## config.mk

```make
export PLATFORM = sky130hd
export DESIGN_NAME = alu_issue_flat
export DESIGN_NICKNAME = d
export VERILOG_FILES = /design/src/rtl/mini_core_pkg.sv /design/src/rtl/alu_issue_if.sv /design/src/rtl/instr_fifo.sv /design/src/rtl/alu_issue.sv /design/src/flat_wrapper.sv
export SDC_FILE = /design/constraint.sdc
export NUM_CORES = 1
export LEC_CHECK = 0
export CAP_MARGIN = 20
export CELL_PAD_IN_SITES_DETAIL_PLACEMENT = 0
export CELL_PAD_IN_SITES_GLOBAL_PLACEMENT = 1
export CORE_ASPECT_RATIO = 1.2
export CORE_MARGIN = 8
export CORE_UTILIZATION = 50
export DETAILED_ROUTE_END_ITERATION = 16
export PLACE_DENSITY = 0.95
export SYNTH_ARGS = -nofsm -noshare
export SYNTH_HDL_FRONTEND = slang
export SYNTH_SLANG_ARGS = --single-unit
```

## constraint.sdc

```tcl
create_clock -name clk -period 3.89 [get_ports clk]
set_clock_uncertainty 0.15 [all_clocks]
set_input_delay 0.5835 -clock clk [delete_from_list [all_inputs] [get_ports clk]]
set_output_delay 0.5835 -clock clk [all_outputs]
set_load 0.005 [all_outputs]
```

## src/rtl/mini_core_pkg.sv

```systemverilog
// Shared definitions for the mini core: opcode and FSM encodings, instruction
// field positions and a decode helper.
package mini_core_pkg;

   localparam int REG_COUNT = 4;
   localparam int INSTR_W   = 16;

   localparam int OP_HI  = 15;
   localparam int OP_LO  = 14;
   localparam int RD_HI  = 13;
   localparam int RD_LO  = 12;
   localparam int RS1_HI = 11;
   localparam int RS1_LO = 10;
   localparam int RS2_HI = 9;
   localparam int RS2_LO = 8;
   localparam int IMM_HI = 7;
   localparam int IMM_LO = 0;

   typedef enum logic [1:0] {
      OP_ADD = 2'b00,
      OP_SUB = 2'b01,
      OP_LDI = 2'b10,
      OP_NOP = 2'b11
   } op_e;

   typedef enum logic [1:0] {
      ST_IDLE  = 2'b00,
      ST_ISSUE = 2'b01,
      ST_WAIT  = 2'b10
   } state_e;

   typedef struct packed {
      op_e        op;
      logic [1:0] rd;
      logic [1:0] rs1;
      logic [1:0] rs2;
      logic [7:0] imm;
   } instr_t;

   function automatic instr_t decode(input logic [INSTR_W-1:0] w);
      instr_t d;
      d.op  = op_e'(w[OP_HI:OP_LO]);
      d.rd  = w[RD_HI:RD_LO];
      d.rs1 = w[RS1_HI:RS1_LO];
      d.rs2 = w[RS2_HI:RS2_LO];
      d.imm = w[IMM_HI:IMM_LO];
      return d;
   endfunction

endpackage

```

## src/rtl/alu_issue_if.sv

```systemverilog
// Instruction valid/ready port plus the operand/result link to the add/sub unit.
interface alu_issue_if;
   import mini_core_pkg::*;

   logic               instr_valid;
   logic               instr_ready;
   logic [INSTR_W-1:0] instr;
   logic [7:0]         exe_in1;
   logic [7:0]         exe_in2;
   logic [1:0]         exe_op;
   logic               exe_start;
   logic               exe_done;
   logic [7:0]         exe_result;

   // The issue stage is the slave: it receives instructions and results.
   modport slave (
      input  instr_valid, instr, exe_done, exe_result,
      output instr_ready, exe_in1, exe_in2, exe_op, exe_start
   );

   modport master (
      output instr_valid, instr, exe_done, exe_result,
      input  instr_ready, exe_in1, exe_in2, exe_op, exe_start
   );
endinterface

```

## src/rtl/instr_fifo.sv

```systemverilog
// Synchronous FIFO with wrap-bit pointers; full/empty come straight from the
// pointer comparison so no occupancy counter is needed.
module instr_fifo #(
   parameter int DEPTH = 2,
   parameter int WIDTH = 16
) (
   input  logic             clk,
   input  logic             rst,
   input  logic             push,
   input  logic             pop,
   input  logic [WIDTH-1:0] wdata,
   output logic [WIDTH-1:0] rdata,
   output logic             full,
   output logic             empty
);
   localparam int AW = $clog2(DEPTH);

   logic [AW:0]      wr_ptr_q, wr_ptr_d;
   logic [AW:0]      rd_ptr_q, rd_ptr_d;
   logic [WIDTH-1:0] mem_q [DEPTH];
   logic             do_push, do_pop;

   assign full    = (wr_ptr_q[AW] != rd_ptr_q[AW]) && (wr_ptr_q[AW-1:0] == rd_ptr_q[AW-1:0]);
   assign empty   = (wr_ptr_q == rd_ptr_q);
   assign do_push = push && !full;
   assign do_pop  = pop && !empty;
   assign rdata   = mem_q[rd_ptr_q[AW-1:0]];

   // NOTE: every variable assigned in always_comb gets a default first, so no path can infer a latch.
   always_comb begin
      wr_ptr_d = wr_ptr_q;
      rd_ptr_d = rd_ptr_q;
      if (do_push) wr_ptr_d = wr_ptr_q + 1'b1;
      if (do_pop)  rd_ptr_d = rd_ptr_q + 1'b1;
   end

   // NOTE: sequential state uses non-blocking assignments so all flops sample pre-edge values.
   always_ff @(posedge clk or negedge rst) begin
      if (!rst) begin
         wr_ptr_q <= '0;
         rd_ptr_q <= '0;
      end else begin
         wr_ptr_q <= wr_ptr_d;
         rd_ptr_q <= rd_ptr_d;
      end
   end

   // NOTE: storage is not reset; resetting the pointers already makes every entry unreadable.
   always_ff @(posedge clk) begin
      if (do_push) mem_q[wr_ptr_q[AW-1:0]] <= wdata;
   end

endmodule

```

## src/rtl/alu_issue.sv

```systemverilog
// Operand-issue stage: buffers instructions, reads the register file, hands
// ADD/SUB to the packed add/sub unit and writes back; LDI and NOP retire locally.
module alu_issue
   import mini_core_pkg::*;
#(
   parameter int FIFO_DEPTH = 2,
   parameter int MAX_WAIT   = 15
) (
   input  logic       clk,
   input  logic       rst,
   alu_issue_if.slave bus,
   input  logic [1:0] rd_sel,
   output logic [7:0] rd_data,
   output logic       busy,
   output logic       timeout_err
);
   localparam int WCW = $clog2(MAX_WAIT + 1);

   state_e         state_q, state_d;
   logic [7:0]     regs_q [REG_COUNT];
   logic [7:0]     regs_d [REG_COUNT];
   logic [7:0]     exe_in1_q, exe_in1_d;
   logic [7:0]     exe_in2_q, exe_in2_d;
   logic           exe_op_q, exe_op_d;
   logic [1:0]     rd_lat_q, rd_lat_d;
   logic [WCW-1:0] wait_cnt_q, wait_cnt_d;
   logic           timeout_q, timeout_d;

   logic               fifo_push, fifo_pop, fifo_full, fifo_empty;
   logic [INSTR_W-1:0] fifo_rdata;
   instr_t             head;
   logic               head_is_alu, wait_last, timeout_hit;

   // Ready depends only on full (and reset), never on a same-cycle pop.
   assign bus.instr_ready = rst && !fifo_full;
   assign fifo_push       = bus.instr_valid && bus.instr_ready;
   assign head            = decode(fifo_rdata);
   assign head_is_alu     = (head.op == OP_ADD) || (head.op == OP_SUB);
   assign wait_last       = (wait_cnt_q == WCW'(MAX_WAIT - 1));
   assign timeout_hit     = (state_q == ST_WAIT) && !bus.exe_done && wait_last;

   instr_fifo #(.DEPTH(FIFO_DEPTH), .WIDTH(INSTR_W)) u_fifo (
      .clk   (clk),
      .rst   (rst),
      .push  (fifo_push),
      .pop   (fifo_pop),
      .wdata (bus.instr),
      .rdata (fifo_rdata),
      .full  (fifo_full),
      .empty (fifo_empty)
   );

   always_ff @(posedge clk or negedge rst) begin
      if (!rst) begin
         state_q    <= ST_IDLE;
         regs_q     <= '{default: '0};
         exe_in1_q  <= '0;
         exe_in2_q  <= '0;
         exe_op_q   <= 1'b0;
         rd_lat_q   <= '0;
         wait_cnt_q <= '0;
         timeout_q  <= 1'b0;
      end else begin
         state_q    <= state_d;
         regs_q     <= regs_d;
         exe_in1_q  <= exe_in1_d;
         exe_in2_q  <= exe_in2_d;
         exe_op_q   <= exe_op_d;
         rd_lat_q   <= rd_lat_d;
         wait_cnt_q <= wait_cnt_d;
         timeout_q  <= timeout_d;
      end
   end

   always_comb begin : next_state
      state_d = state_q;
      case (state_q)
         ST_IDLE:  if (!fifo_empty && head_is_alu) state_d = ST_ISSUE;
         ST_ISSUE: state_d = ST_WAIT;
         ST_WAIT:  if (bus.exe_done || wait_last) state_d = ST_IDLE;
         default:  state_d = ST_IDLE;
      endcase
   end

   always_comb begin : datapath
      fifo_pop   = 1'b0;
      regs_d     = regs_q;
      exe_in1_d  = exe_in1_q;
      exe_in2_d  = exe_in2_q;
      exe_op_d   = exe_op_q;
      rd_lat_d   = rd_lat_q;
      wait_cnt_d = wait_cnt_q;
      timeout_d  = timeout_q;
      case (state_q)
         ST_IDLE: begin
            if (!fifo_empty) begin
               fifo_pop = 1'b1;
               if (head_is_alu) begin
                  exe_in1_d = regs_q[head.rs1];
                  exe_in2_d = regs_q[head.rs2];
                  exe_op_d  = (head.op == OP_SUB);
                  rd_lat_d  = head.rd;
               end else if (head.op == OP_LDI) begin
                  regs_d[head.rd] = head.imm;
               end
            end
         end
         // A done seen during ISSUE may belong to the previous operation.
         ST_ISSUE: wait_cnt_d = '0;
         ST_WAIT: begin
            if (bus.exe_done) begin
               regs_d[rd_lat_q] = bus.exe_result;
            end else begin
               wait_cnt_d = wait_cnt_q + 1'b1;
               if (wait_last) timeout_d = 1'b1;
            end
         end
         default: ;
      endcase
   end

   always_comb begin : outputs
      bus.exe_in1   = exe_in1_q;
      bus.exe_in2   = exe_in2_q;
      bus.exe_op    = {1'b0, exe_op_q};
      bus.exe_start = (state_q == ST_ISSUE) || (state_q == ST_WAIT);
      busy          = (state_q != ST_IDLE) || !fifo_empty;
      timeout_err   = timeout_q || timeout_hit;
      rd_data       = regs_q[rd_sel];
   end

endmodule

```

## src/flat_wrapper.sv

```systemverilog
// flat-port wrapper written by rule: the top's interface ports become plain ports
module alu_issue_flat import mini_core_pkg::*;
#(
   parameter int FIFO_DEPTH = 2,
   parameter int MAX_WAIT   = 15
)
  (clk, rst, rd_sel, rd_data, busy, timeout_err, bus_instr_valid, bus_instr, bus_exe_done, bus_exe_result, bus_instr_ready, bus_exe_in1, bus_exe_in2, bus_exe_op, bus_exe_start);
  alu_issue_if bus_i ();
  input  logic clk;
  input  logic rst;
  input  logic [1:0] rd_sel;
  output logic [7:0] rd_data;
  output logic busy;
  output logic timeout_err;
  input wire logic [$bits(bus_i.instr_valid)-1:0] bus_instr_valid;
  input wire logic [$bits(bus_i.instr)-1:0] bus_instr;
  input wire logic [$bits(bus_i.exe_done)-1:0] bus_exe_done;
  input wire logic [$bits(bus_i.exe_result)-1:0] bus_exe_result;
  output wire logic [$bits(bus_i.instr_ready)-1:0] bus_instr_ready;
  output wire logic [$bits(bus_i.exe_in1)-1:0] bus_exe_in1;
  output wire logic [$bits(bus_i.exe_in2)-1:0] bus_exe_in2;
  output wire logic [$bits(bus_i.exe_op)-1:0] bus_exe_op;
  output wire logic [$bits(bus_i.exe_start)-1:0] bus_exe_start;
  assign bus_i.instr_valid = bus_instr_valid;
  assign bus_i.instr = bus_instr;
  assign bus_i.exe_done = bus_exe_done;
  assign bus_i.exe_result = bus_exe_result;
  assign bus_instr_ready = bus_i.instr_ready;
  assign bus_exe_in1 = bus_i.exe_in1;
  assign bus_exe_in2 = bus_i.exe_in2;
  assign bus_exe_op = bus_i.exe_op;
  assign bus_exe_start = bus_i.exe_start;
  alu_issue #(.FIFO_DEPTH(FIFO_DEPTH), .MAX_WAIT(MAX_WAIT)) u_core (.clk(clk), .rst(rst), .bus(bus_i), .rd_sel(rd_sel), .rd_data(rd_data), .busy(busy), .timeout_err(timeout_err));
endmodule
```

==> impl_metrics.yaml <==
power:
  vdd_drop_max_uv: 417.8
  powerDensity_mw_per_mm2: 718.9
  leakagePower_nw: 2.480
placement:
  numPortBuffers: 58
  pre_cts_slack_ps: 853.9
  place_congestion: 0.7936
  dpl.hpwl_um: 7557
run:
  maxCapViolCount: 0
clock_tree:
  clk_root_buffer_cell: "clkbuf_16"
  clkTransAtPathRegs_ps: 60
  cts_inserted_buffers: 9
  post_cts.repair.setup_buffers: 0
  clockBufferDepth: 2
  cts_sinks: 94
  cts_tree: "yes"
  worstSkewPairLatency_ps: 340
  cts.htree.levels: 3
  cts.repair.resized: 0
  cts_hold_buffers: 0
grt:
  grt.total_usage_pct: 16.87
  antenna_found_initial: 0
  grt_start_max_net_pins: 63
  grt_pass1_vias: 3283
  grt_pass1_wl_um: 17510
  grt_overflow: 0
critical_path:
  slowest_delay_ps: 500
  critPathCaptureType: "output port"
  cp-start-kind: "register"
  critical_path.top_delay_family: "buffers and inverters"
  cp_slowest_cell: "clkdlybuf4s50_1"
  critPathRequiredTime_ps: 3160
  rrSetupSlack_ps: 1240
  cp.arrival_ps: 2420
  worstPathMaxFanout: 30
  path_cells: "inv_1 > ha_1 > buf_4 > nor2b_1 > a41o_1 > clkdlybuf4s50_1"
  critPathBufInv: 3
  crit_type: "register to output port"
floorplan:
  core-area_sq_mm: 0.009515
  initial_core_util_pct: 51.32
  ios: 60
  die_y_um: 124.3
  row_count: 39
  die_w_um: 106.2
  dieArea_sq_mm: 0.01320
route:
  routed_wl_um: 10730
  antenna_left: 0
  drc: 0
  vias_per_cell: 5.841
  via_count: 3125
  drt_iter0_drc: 156
  routedWlPerCell_um: 20.05
  drt_pass1_iterations: 4
sta:
  tightest_slew_ps: 874.6
  final_max_slew_viol_count: 0
  rsz0062_at_grt: "false"
  slew_headroom_pct: 40.54
  fmax_mhz: 316.7
  fin_tns_setup_ps: 0
  hold_viol_final: 0
  post-route-min-period_ps: 3157
  finalCritPeriodShare_pct: 81.17
  setup_viol: 0
  setup_ws_ps: 732.6
  hold_slack_ps: 263.0
yosys:
  ys.warnings.count: 0
  synth-seq-area-share_pct: 51.45
  syn_inst: 346
  netlist-cell-type-count: 51
  synth-seq-cells: 94
  synth-async-reset-ratio_pct: 65.96
  syn-num-nets: 382
  synth_flop_cell: "dfrtp_1"
  synth.avg_cell_area_sq_um: 14.11
  netlist_area_sq_mm: 0.004883
  synth-edff-count: 32
min_path:
  min_path_type: "input pin to asynchronous set/reset pin"
final_layout:
  drive_gt1_share_pct: 26.21
  area_growth_pct: 20.32
  mostFrequentLayoutCell: "dfrtp_1"
  seq_area_sq_mm: 0.002512
  diodes: 0
  fillCellCount: 741
  nets: 443
  layout_common_cells: "62 x dfrtp_1, 57 x clkdlybuf4s50_1, 48 x mux2_2, 32 x edfxtp_1, 25 x a22o_1"
  multi_input_area_sq_mm: 0.002260
outcome:
  status: "complete, no violations"
-- synthesized netlist by cell type, types with 2 or more instances --
library cell	n	area (sq um)
inv_1	6	22.52
and3b_1	2	17.52
dfrtp_1	62	1551
nor4b_1	2	17.52
a41o_1	2	20.02
a21oi_1	2	10.01
buf_1	5	18.77
o211ai_1	2	15.01
mux4_2	24	540.5
and3_1	2	12.51
o21a_1	2	15.01
mux2i_1	16	160.2
o21ai_0	18	90.09
nand3_4	3	52.55
mux2i_2	2	27.53
edfxtp_1	32	960.9
ha_1	6	75.07
xor2_1	3	26.28
nand3_1	4	20.02
nor2_1	16	60.06
a22o_1	25	219.0
xnor2_1	5	43.79
mux2_2	48	540.5
nor4bb_1	2	20.02
clkbuf_1	5	18.77
buf_2	4	20.02
buf_4	2	15.01
nand2_1	21	78.83
-- metrics by stage --
stage / instances / utilization (%) / area [sq um] / total power, mW
finish: 535 / 61.75 / 5876 / 4.224
global route: 535 / 61.75 / 5876 / 4.477
CTS: 535 / 61.75 / 5876 / 4.256
detailed placement: 519 / 58.84 / 5599 / 3.435
global placement: 519 / 58.84 / 5599 / 3.351
floorplan: 346 / - / 4883 / 2.844
-- where the power goes --
| group | leakage (nW) | switching (mW) | internal [mW] | total, mW |
|---|---|---|---|---|
| logic | 1.22 | 0.844 | 0.974 | 1.82 |
| clock network | 0.142 | 0.360 | 0.448 | 0.807 |
| registers | 1.12 | 0.275 | 1.32 | 1.60 |
-- layer usage --
| metal | vias up | wire [um] | track usage, % |
|---|---|---|---|
| li1 | 1460 | - | - |
| met1 | 1569 | 4343 | 19.75 |
| met2 | 85 | 5673 | 28.87 |
| met3 | 11 | 517 | 4.607 |
| met4 | 0 | 190 | 5.809 |
| met5 | - | 0 | 0 |
-- area by class of cell --
| class | instances | share of cell area [%] |
|---|---|---|
| clock buffer | 10 | 4.067 |
| clock inverter | 6 | 0.6388 |
| tap | 123 | 2.619 |
| inverter | 6 | 0.3833 |
| multi-input combinational | 228 | 38.46 |
| sequential | 94 | 42.76 |
| timing repair buffer | 68 | 11.07 |
-- worst paths after layout --
| kind | cells past startpoint | end | start |
|---|---|---|---|
| worst max-delay path | 6 | timeout_err | u_core.state_q[0]$_DFFE_PN0P_ |
| worst min-delay path | 2 | u_core.timeout_q$_DFFE_PN0P_ | rst |
| worst min register to register | 1 | u_core.timeout_q$_DFFE_PN0P_ | u_core.timeout_q$_DFFE_PN0P_ |
| min in group clk | 1 | u_core.timeout_q$_DFFE_PN0P_ | u_core.timeout_q$_DFFE_PN0P_ |
| max in group asynchronous | 2 | u_core.regs_q[18]$_DFFE_PN0P_ | rst |
| worst max register to register | 3 | u_core.bus.exe_in1[2]$_DFFE_PN0P_ | u_core.u_fifo.rd_ptr_q[0]$_DFFE_PN0P_ |
-- registers in the layout (all words and copies together) (netlist names) --
name,flops
u_core.regs_q,32
u_core.u_fifo.mem_q,32
u_core.bus.exe_in1,8
u_core.bus.exe_in2,8
u_core.wait_cnt_q,4
u_core.rd_lat_q,2
u_core.state_q,2
u_core.u_fifo.rd_ptr_q,2
u_core.u_fifo.wr_ptr_q,2
u_core.exe_op_q,1
u_core.timeout_q,1
-- kinds of logic after synthesis --
kind of cell               count (synthesis)  share of synthesized area (%)
DFF                                       94                          51.45
buffers and inverters                     24                          2.280
xor gates and xnor gates                   8                          1.435
adders and majority gates                  6                          1.537
AOI/OAI and AO/OA                         59                          9.429
muxes                                     90                          25.98
and+or+nand+nor                           64                          7.815
other                                      1                        0.07679
Note: power is estimated with default switching activity, not from simulation.
